[src/rtl/modport_stream_buffer.sv]
// Two-entry skid buffer with occupancy/beat-count view tap; 1-cycle latency in->out.
// Backpressure: in_ready is registered from occupancy only, never from out_ready.
module modport_stream_buffer #(
    parameter int DATA_WIDTH  = 32,
    parameter int COUNT_WIDTH = 16
) (
    input  logic                   clk,
    input  logic                   rst,
    input  logic                   in_valid,
    input  logic [DATA_WIDTH-1:0]  in_data,
    output logic                   in_ready,
    output logic                   in_block,
    output logic                   out_valid,
    output logic [DATA_WIDTH-1:0]  out_data,
    input  logic                   out_ready,
    output logic                   out_block,
    output logic [1:0]             view_count,
    output logic [COUNT_WIDTH-1:0] view_beats
);

    typedef enum logic [1:0] {
        EMPTY = 2'd0,
        ONE   = 2'd1,
        FULL  = 2'd2
    } state_t;

    state_t                 state_q, state_d;
    logic [DATA_WIDTH-1:0]  m_q, m_d;
    logic [DATA_WIDTH-1:0]  s_q, s_d;
    logic [COUNT_WIDTH-1:0] beats_q, beats_d;
    logic                   in_ready_q, in_ready_d;
    logic                   in_block_q, in_block_d;
    logic                   out_valid_q, out_valid_d;
    logic                   out_block_q, out_block_d;
    logic                   push;
    logic                   pop;

    // Handshakes only look at registered flags, so no in->out combinational path.
    assign push = in_valid & in_ready_q;
    assign pop  = out_valid_q & out_ready;

    always_comb begin
        state_d = state_q;
        m_d     = m_q;
        s_d     = s_q;
        beats_d = beats_q;
        if (push) begin
            beats_d = beats_q + COUNT_WIDTH'(1);
        end
        case (state_q)
            EMPTY: begin
                if (push) begin
                    m_d     = in_data;
                    state_d = ONE;
                end
            end
            ONE: begin
                if (push && pop) begin
                    m_d = in_data;
                end else if (push) begin
                    s_d     = in_data;
                    state_d = FULL;
                end else if (pop) begin
                    state_d = EMPTY;
                end
            end
            FULL: begin
                if (pop) begin
                    m_d     = s_q;
                    state_d = ONE;
                end
            end
            default: state_d = EMPTY;
        endcase
        // Flags are precomputed from the next state so every output comes straight from a flop.
        in_ready_d  = (state_d != FULL);
        in_block_d  = (state_d == FULL);
        out_valid_d = (state_d != EMPTY);
        out_block_d = (state_d == EMPTY);
    end

    always_ff @(posedge clk or negedge rst) begin
        if (!rst) begin
            state_q     <= EMPTY;
            m_q         <= '0;
            s_q         <= '0;
            beats_q     <= '0;
            in_ready_q  <= 1'b1;
            in_block_q  <= 1'b0;
            out_valid_q <= 1'b0;
            out_block_q <= 1'b1;
        end else begin
            state_q     <= state_d;
            m_q         <= m_d;
            s_q         <= s_d;
            beats_q     <= beats_d;
            in_ready_q  <= in_ready_d;
            in_block_q  <= in_block_d;
            out_valid_q <= out_valid_d;
            out_block_q <= out_block_d;
        end
    end

    assign in_ready   = in_ready_q;
    assign in_block   = in_block_q;
    assign out_valid  = out_valid_q;
    assign out_block  = out_block_q;
    assign out_data   = m_q;
    assign view_count = state_q;
    assign view_beats = beats_q;

endmodule

[config.mk]
export PLATFORM = sky130hd
export DESIGN_NAME = modport_stream_buffer
export DESIGN_NICKNAME = d
export VERILOG_FILES = /design/src/rtl/modport_stream_buffer.sv
export SDC_FILE = /design/constraint.sdc
export NUM_CORES = 1
export LEC_CHECK = 0
export BUFFER_PORTS_ARGS = -buffer_cell sky130_fd_sc_hd__buf_2
export CAP_MARGIN = 30
export CORE_ASPECT_RATIO = 1.5
export CORE_UTILIZATION = 52
export DETAILED_ROUTE_END_ITERATION = 6
export GPL_ROUTABILITY_DRIVEN = 0
export GPL_TIMING_DRIVEN = 0
export PLACE_DENSITY_LB_ADDON = 0.08
export SYNTH_ARGS = -nofsm -noshare
export SYNTH_HDL_FRONTEND = slang
export SYNTH_SLANG_ARGS = --single-unit
[constraint.sdc]
create_clock -name clk -period 1.9 [get_ports clk]
set_input_delay 0.285 -clock clk [delete_from_list [all_inputs] [get_ports clk]]
set_output_delay 0.285 -clock clk [all_outputs]
set_load 0.01 [all_outputs]
==> results of run 1 <==
-- power by group through the flow --
stage / clock [uW] / sequential [uW] / combinational [uW]
finish: 1560 / 3130 / 2470
global route: 1670 / 3240 / 2730
CTS: 1600 / 3130 / 2520
detailed placement: 0 / 3170 / 2510
global placement: 0 / 3110 / 2440
floorplan: 0 / 3310 / 1420
-- cells in the mapped netlist --
master	instances	area [um^2]
clkbuf_1	3	11.3
buf_1	2	7.51
nor3_1	1	5.00
nand2_2	1	6.26
o32ai_4	1	27.5
nor4_1	2	12.5
a21oi_1	2	10.0
nor2b_1	1	6.26
nor2_1	39	146
nand4_1	2	12.5
nand2b_1	1	6.26
nand2_1	72	270
dfstp_2	2	52.6
dfrtp_1	84	2100
a21o_1	1	7.51
nand3_1	5	25.0
nor4_2	1	12.5
buf_6	3	33.8
and3_1	2	12.5
mux2_2	27	304
a21boi_2	1	11.3
xor2_1	7	61.3
xnor2_1	8	70.1
buf_2	9	45.0
ha_1	1	12.5
and2_1	2	12.5
o22ai_1	1	6.26
mux2_1	6	67.6
a31oi_1	33	206
inv_1	3	11.3
o21a_1	1	7.51
-- cells by family after synthesis --
family,after synthesis
XOR/XNOR,15
multiplexers,33
flip-flops,86
AO/OA/AOI/OAI,40
buffers and inverters,20
adder cells (fa/ha/maj),1
AND/OR/NAND/NOR,129
-- state kept, by name, indices dropped and copies added (netlist names) --
register / cells
out_valid: 1
out_block: 1
view_count: 2
out_data: 32
in_ready: 1
in_block: 1
view_beats: 16
s_q: 32
-- critical path, cell delays in order, from the launching register on --
cell and delay [ns]:
dfstp_2 0.57, nand2_2 0.12, nor2_1 0.18, nand2_1 0.19
buf_2 0.26, mux2_1 0.33
-- layer usage --
metal | GRT usage (%) | vias to the layer above
met1 | 27.4 | 1288
li1 | - | 1300
met5 | 0 | -
met4 | 11.1 | 0
met3 | 4.47 | 10
met2 | 35.4 | 60
-- per-stage QoR --
step	hold slack, ns	power, uW	cells
CTS	0.134	7250	507
finish	0.141	7170	507
floorplan	-0.0106	4730	324
global placement	0.458	5550	489
global route	0.154	7630	507
detailed placement	0.316	5680	490
-- worst min path at each step --
stage / start / endpoint / slack [ns] / cells after the start
3_3_place_gp: view_beats[15]$_DFFE_PN0P_ / view_beats[15]$_DFFE_PN0P_ / 0.46 / 1
2_1_floorplan: rst / in_block$_DFF_PN0_ / -0.01 / 0
6_report: in_data[16] / s_q[16]$_DFFE_PN0P_ / 0.14 / 2
5_1_grt: in_data[14] / s_q[14]$_DFFE_PN0P_ / 0.15 / 2
3_5_place_dp: rst / view_beats[4]$_DFFE_PN0P_ / 0.32 / 1
4_1_cts: in_data[19] / s_q[19]$_DFFE_PN0P_ / 0.13 / 2
-- repair_timing --
item | 4_1_cts | 5_1_grt
endpoints found under the setup margin | 0 | 25
endpoints found under the hold margin | 42 | 0
hold buffers | 1 | 0
-- cell type report --
cell class / count / area [um^2]
buffer: 17 / 97.6
clock buffer: 13 / 159
clock inverter: 3 / 90.1
fill: 548 / 2160
inverter: 3 / 11.3
multi-input combinational: 218 / 1320
sequential: 86 / 2150
tap: 76 / 95.1
timing repair buffer: 91 / 485
==> reports/qor.txt, run 1 <==
Logic gate share of total power -> 34.5%
CTS Buf Count -> 9
Data required time at the worst endpoint -> 2.14 ns
RR Startpoint -> in_ready$_DFF_PN1_
Internal Power -> 4770 uW
Achievable Freq -> 563 MHz
Reg2reg end -> s_q[13]$_DFFE_PN0P_
Worst setup SP type -> flop
Least-Margin Pin Slew -> 0.567 ns
Worst setup margin -> 0.125 ns
Congestion Overflow GR -> 0
Clock power share -> 21.8%
# DRC -> 0
Largest net degree at the start of global routing -> 45
Layout cells sized above 1 -> 34.6%
Worst R2R Setup Slack -> 0.13 ns
Final instance area -> 4410 um^2
Area share of fa/ha/maj cells after synthesis -> 0.349%
Hpwl dp -> 5100 um
Compound-Gate Fraction of Synth Area -> 7.72%
Post-route ant nets -> 0
Routed vias/inst -> 5.24
Mux contribution to synthesized area -> 10.4%
Met2 Wirelength -> 3770 um
Core ar. -> 6580 um^2
Layout area overhead -> 23.1%
CP Launch Point -> in_ready$_DFF_PN1_
Kind of critical path -> reg2reg
1st-pass router iterations -> 4
Post-Syn Area -> 3580 um^2
Post-synthesis cell count -> 324
Die X -> 69.8 um
Post-place setup slack -> 0.0749 ns
Final Core Density -> 67.1%
Clk buf depth -> 2
Simple-gate share of the synthesized area -> 14.7%
RSZ-0062 raised after global routing -> false
Psw -> 2400 uW
Commonest non-fill, non-tap cell in the layout -> buf_2
Post-synth net total -> 361
Seq pwr share -> 43.6%
Most frequent cells in the layout -> 97 x buf_2, 84 x dfrtp_1, 72 x nand2_1
Register area share after synthesis -> 60.1%
H-Tree Depth -> 3
Clk sinks -> 86
Hold WC Path Type -> in2reg
Vias post-DR -> 2,658
Largest family of logic cells by synthesized area -> simple AND/OR/NAND/NOR gates
Mean routed wirelength per cell -> 14.5 um
Worst vdd ir -> 0.796 mV
Outcome -> complete, no violations
DP Area -> 4150 um^2
Clock Latency Late Sink -> 0.36 ns
Port Buffer Count -> 89
# setup viols final -> 0
Relative slew slack -> 62.2%
FF-to-FF path depth -> 5
Metal3 WL -> 347 um
Antenna cells -> 0
Post-Route WL -> 7350 um
Iter 0 DRT Violations -> 137
Setup crit end -> s_q[13]$_DFFE_PN0P_
Setup bufs post-CTS -> 0
Avg Inst Size Synth -> 11.1 um^2
Switching Fraction -> 33.4%
Vias in the first global route -> 2,594
Highest routed metal layer -> met4
Io pins -> 90
#FFs+latches synth -> 86
Setup crit end kind -> flop
CTS clk-pin slew, worst paths -> 0.08 ns
TritonCTS clock tree -> yes
Leak Pwr -> 0.00212 uW
Chip height -> 104 um
Final Net Count -> 463
Initial antenna violation count -> 0
Root Buffer -> clkbuf_8
Die area -> 7230 um^2
CP Max Fanout -> 10
First-pass GRT wire length -> 12,400 um
GRT Util Overall -> 21.8%
M1 wire length -> 3070 um
Final period utilization -> 93.4%
Ys Warns -> 0
Sum Neg Setup Slack -> 0 ns
Yosys cell types -> 31
Min cycle time layout -> 1.77 ns
WP data arrival -> 2.02 ns
Pwr/cell area -> 1620 nW/um^2
CTS resizes -> 0
Final Hold Fails -> 0
Clock Skews -> 0.00958 ns
Max Cap Viol -> 0
Initial Utilization -> 54.5%
# rows -> 36
Final Slew Violations -> 0
Post-synthesis xor/xnor area fraction -> 3.67%
Power figures use the tool's default switching activity.
==> run 2, diff against run 1 <==
--- a/config.mk
+++ b/config.mk
@@ -8,7 +8,7 @@
 export BUFFER_PORTS_ARGS = -buffer_cell sky130_fd_sc_hd__buf_2
 export CAP_MARGIN = 30
 export CORE_ASPECT_RATIO = 1.5
-export CORE_UTILIZATION = 52
+export CORE_UTILIZATION = 47
 export DETAILED_ROUTE_END_ITERATION = 6
 export GPL_ROUTABILITY_DRIVEN = 0
 export GPL_TIMING_DRIVEN = 0
==> constraint.sdc (replaced) <==
create_clock -name clk -period 1.5 [get_ports clk]
set_input_delay 0.225 -clock clk [delete_from_list [all_inputs] [get_ports clk]]
set_output_delay 0.225 -clock clk [all_outputs]
set_load 0.01 [all_outputs]
==> run 2 against run 1 <==
  * The run now ends with negative setup slack left
  * Clock-buffer cell count unchanged
  * Final cell count up 7.1%
  * Cell area is 5.1% higher
  * Clock power about the same
  * Flip-flop and latch count is the same
  * Register-to-register slack worse by 0.16 ns
  * Hold slack worse by 0.030 ns
  * Setup slack got worse by 0.16 ns
==> reports/qor.txt, run 2 (same netlist as run 1, synthesis figures left out) <==
Outcome -> finished, violations left
Failing checks -> negative setup slack
Antenna cells -> 0
FILL cells -> 669
Leak Pwr -> 0.00226 uW
Kind of critical path -> reg2reg
CTS Buf Count -> 9
DP Area -> 4190 um^2
Max Cap Viol -> 0
CP Max Fanout -> 10
Largest net degree at the start of global routing -> 72
GRT Util Overall -> 21.0%
Least-Margin Pin Slew -> 0.363 ns
Hpwl dp -> 5130 um
Final Hold Fails -> 0
Iter 0 DRT Violations -> 112
1st-pass router iterations -> 4
Mean routed wirelength per cell -> 14.3 um
Routed vias/inst -> 4.99
Worst vdd ir -> 0.916 mV
Clk buf depth -> 2
Overall power -> 9060 uW
# rows -> 38
Achievable Freq -> 650 MHz
Worst setup SP type -> flop
Final period utilization -> 103%
Final Slew Violations -> 0
Clk sinks -> 86
Io pins -> 90
Min cycle time layout -> 1.54 ns
Post-route ant nets -> 0
Setup crit end kind -> flop
Clock Skews -> 0.0109 ns
# setup viols final -> 29
Post-place setup slack -> -0.256 ns
Die X -> 73.3 um
Clock Latency Late Sink -> 0.36 ns
Hold WC Path Type -> in2reg
Die area -> 7980 um^2
RSZ-0062 raised after global routing -> true
Pwr/cell area -> 1950 nW/um^2
H-Tree Depth -> 3
Port Buffer Count -> 89
Final instance area -> 4640 um^2
WP data arrival -> 1.81 ns
Data required time at the worst endpoint -> 1.77 ns
# DRC -> 0
Layout cells sized above 1 -> 40.9%
Root Buffer -> clkbuf_8
TritonCTS clock tree -> yes
First-pass GRT wire length -> 12,600 um
CTS clk-pin slew, worst paths -> 0.08 ns
Chip height -> 109 um
Relative slew slack -> 75.7%
Final Net Count -> 475
Initial antenna violation count -> 0
Multi-input gate area in the final layout -> 1410 um^2
Commonest non-fill, non-tap cell in the layout -> buf_2
Core ar. -> 7320 um^2
Most frequent cells in the layout -> 93 x buf_2, 83 x dfrtp_1, 71 x nand2_1
Vias post-DR -> 2,708
Post-Route WL -> 7760 um
Vias in the first global route -> 2,777
Reg area -> 2160 um^2
Initial Utilization -> 48.9%
Congestion Overflow GR -> 0
Worst setup margin -> -0.0389 ns
Layout area overhead -> 29.4%
==> run 2: cell count changes in the layout (fill, tap and decap cells not counted), sizes merged <==
cell / previous run / this run
bufinv: 3 / 0
clkbuf: 16 / 17
clkinv: 0 / 2
clkinvlp: 0 / 1
buf: 104 / 115
==> run 2: repair_timing <==
action | CTS | global route
setup endpoints to repair | 68 | 58
pin swaps | 4 | 1
gates resized for setup | 20 | 14
hold buffers | 1 | 0
hold endpoints to repair | 15 | 0
gates cloned | 0 | 1
setup buffers | 9 | 2
==> run 2: worst paths after layout <==
kind / start / slack [ns] / cells after the start / end
max in group asynchronous: rst / 0.63 / 3 / s_q[31]$_DFFE_PN0P_
min in group asynchronous: rst / 0.27 / 2 / out_data[17]$_DFFE_PN0P_
min: in_data[7] / 0.11 / 2 / s_q[7]$_DFFE_PN0P_
min reg2reg: view_beats[15]$_DFFE_PN0P_ / 0.47 / 1 / view_beats[15]$_DFFE_PN0P_
max: in_ready$_DFF_PN1_ / -0.04 / 6 / out_data[15]$_DFFE_PN0P_
max reg2reg: in_ready$_DFF_PN1_ / -0.04 / 6 / out_data[15]$_DFFE_PN0P_
==> run 2: area by class of cell <==
type / instances / area share [%]
inverter: 3 / 0.243
clock buffer: 13 / 3.64
timing repair buffer: 103 / 13.1
buffer: 17 / 3.05
tap: 100 / 2.70
multi-input combinational: 218 / 30.5
sequential: 86 / 46.5
clock inverter: 3 / 0.378
==> run 2: worst max-delay path, cell delays in order, from the launching register on <==
cell,delay (ns)
dfstp_2,0.58
nand2_4,0.09
o32ai_4,0.29
buf_12,0.17
buf_6,0.14
nor2_1,0.05
a31oi_1,0.14
==> run 2: where the power goes <==
group	internal (uW)	total (uW)	switching (uW)
clock network	734	1540	807
registers	3360	3970	609
logic	1790	3540	1750
total	5890	9060	3170
==> run 2: metrics by stage <==
stage               utilization [%]  hold slack, ns  std cells  setup TNS, ns
CTS                            62.0          0.0827        540         -0.418
global placement               56.9           0.452        513         -57.67
finish                         63.3           0.112        543         -0.415
floorplan                         -         -0.0706        324         -0.486
global route                   63.3           0.102        543          -3.88
detailed placement             57.3           0.108        514         -12.98
==> run 2: layer usage <==
metal  vias up  routed length, um  track usage [%]
li1       1322                  -                -
met1      1320               3320             24.6
met2        58               4000             36.3
met3         8                317             4.62
met4         0                123             9.75
met5         -                  0                0
==> run 3, diff against run 2 <==
--- a/config.mk
+++ b/config.mk
@@ -13,6 +13,7 @@
 export GPL_ROUTABILITY_DRIVEN = 0
 export GPL_TIMING_DRIVEN = 0
 export PLACE_DENSITY_LB_ADDON = 0.08
+export SETUP_SLACK_MARGIN = 0.3
 export SYNTH_ARGS = -nofsm -noshare
 export SYNTH_HDL_FRONTEND = slang
 export SYNTH_SLANG_ARGS = --single-unit
==> run 3 against run 2 <==
  * The run still ends with negative setup slack left
  * Routed wire length up 7.0%
  * Fmax down 3.2%
  * Cell area up 6.7%
  * Sequential power up 2%
==> reports/qor.txt, run 3 (same netlist as run 1, synthesis figures left out) <==
Layout area overhead -> 38.1%
Port Buffer Count -> 89
# rows -> 38
Reg area -> 2160 um^2
Iter 0 DRT Violations -> 177
DP Area -> 4260 um^2
Root Buffer -> clkbuf_8
H-Tree Depth -> 3
Setup crit end kind -> flop
CTS Buf Count -> 9
Clock Skews -> 0.00745 ns
Least-Margin Pin Slew -> 0.349 ns
FILL cells -> 618
Post-Route WL -> 8300 um
Clock Latency Late Sink -> 0.36 ns
Crit-path cells -> nand2_4 -> nor2_4 -> nand2_4 -> buf_12 -> buf_12 -> mux2_4
Post-place setup slack -> -0.223 ns
First-pass GRT wire length -> 13,200 um
Most frequent cells in the layout -> 88 x buf_2, 81 x dfrtp_1, 71 x nand2_1
Crit path largest cell delay -> 0.59 ns
Io pins -> 90
Pwr/cell area -> 1970 nW/um^2
Largest net degree at the start of global routing -> 63
Post-route ant nets -> 0
Hpwl dp -> 5290 um
Worst setup SP type -> flop
Initial antenna violation count -> 0
Die area -> 7980 um^2
Final instance area -> 4950 um^2
Mean routed wirelength per cell -> 14.9 um
Commonest non-fill, non-tap cell in the layout -> buf_2
Die X -> 73.3 um
Worst R2R Setup Slack -> -0.09 ns
Achievable Freq -> 629 MHz
Min cycle time layout -> 1.59 ns
Final Hold Fails -> 0
Data required time at the worst endpoint -> 1.74 ns
Final period utilization -> 106%
WP data arrival -> 1.83 ns
Chip height -> 109 um
CTS clk-pin slew, worst paths -> 0.08 ns
Multi-input gate area in the final layout -> 1450 um^2
Layout cells sized above 1 -> 44.6%
Hold WC Path Type -> in2reg
Congestion Overflow GR -> 0
Clk sinks -> 86
RSZ-0062 raised after global routing -> true
Routed vias/inst -> 5.05
Clk buf depth -> 2
Leak Pwr -> 0.00240 uW
Max Cap Viol -> 0
Failing checks -> negative setup slack
Worst setup margin -> -0.0900 ns
CP Max Fanout -> 6
# DRC -> 0
Antenna cells -> 0
Slowest CP cell -> dfstp_2
Worst vdd ir -> 1.07 mV
Outcome -> finished, violations left
Relative slew slack -> 76.7%
TritonCTS clock tree -> yes
Final Slew Violations -> 0
Core ar. -> 7320 um^2
# setup viols final -> 68
Final Net Count -> 489
GRT Util Overall -> 22.3%
Kind of critical path -> reg2reg
Initial Utilization -> 48.9%
Vias in the first global route -> 2,774
1st-pass router iterations -> 5
Vias post-DR -> 2,814
## run 3: changes by cell type in the layout (fill, tap and decap cells not counted), sizes merged
cell	delta
clkinv	-2
clkbuf	+4
buf	+13
clkinvlp	-1
## run 3: what timing repair did
item                                    CTS  global route
endpoints found under the setup margin   84            91
resized for setup                        40            17
pin swaps                                 7             3
buffers inserted                         17             4
endpoints found under the hold margin    23             0
hold buffers                              1             0
gates cloned                              3             2
## run 3: report_power, final
part | switching [uW] | total, uW | internal (uW)
registers | 663 | 4040 | 3370
logic | 1910 | 4160 | 2260
clock network | 787 | 1530 | 743
## run 3: worst paths after layout
| check | from | end | cells after the start |
|---|---|---|---|
| worst max-delay path | in_ready$_DFF_PN1_ | s_q[16]$_DFFE_PN0P_ | 6 |
| worst min-delay path | in_data[30] | s_q[30]$_DFFE_PN0P_ | 2 |
| worst max register to register | in_ready$_DFF_PN1_ | s_q[16]$_DFFE_PN0P_ | 6 |
| worst min register to register | view_beats[15]$_DFFE_PN0P_ | view_beats[15]$_DFFE_PN0P_ | 1 |
| max in group asynchronous | rst | out_block$_DFF_PN1_ | 3 |
| min in group asynchronous | rst | view_beats[3]$_DFFE_PN0P_ | 2 |
## run 3: per-layer routing
metal  wire, um  track usage (%)
met1       3460             27.4
met2       4350             37.5
met3        313             3.79
met4        173             10.9
met5          0                0
## run 3: final cells by class
type                            instances  share of cell area (%)
Timing Repair Buffer                  117                    17.0
Multi-Input combinational cell        218                    29.2
Sequential cell                        86                    43.6
Buffer                                 17                    3.77
Clock buffer                           16                    3.64
Tap cell                              100                    2.53
Inverter                                3                   0.228
## run 3: worst max-delay path, delay by kind of cell, from the launching register on
kind / cells / cell delay, ns
mux: 1 / 0.29
buf+inv: 2 / 0.29
simple gates: 3 / 0.31
flops: 1 / 0.59
## run 3: metrics by stage
stage	instances	setup TNS (ns)	util (%)	hold slack (ns)	power, uW
6_report	557	-2.95	67.6	0.108	9730
5_1_grt	557	-6.79	67.6	0.111	10300
4_1_cts	551	-2.82	65.7	0.0994	9550
3_5_place_dp	514	-8.30	58.1	0.158	7360
3_3_place_gp	513	-53.61	57.7	0.458	7220
2_1_floorplan	324	0	-	-0.0706	6130
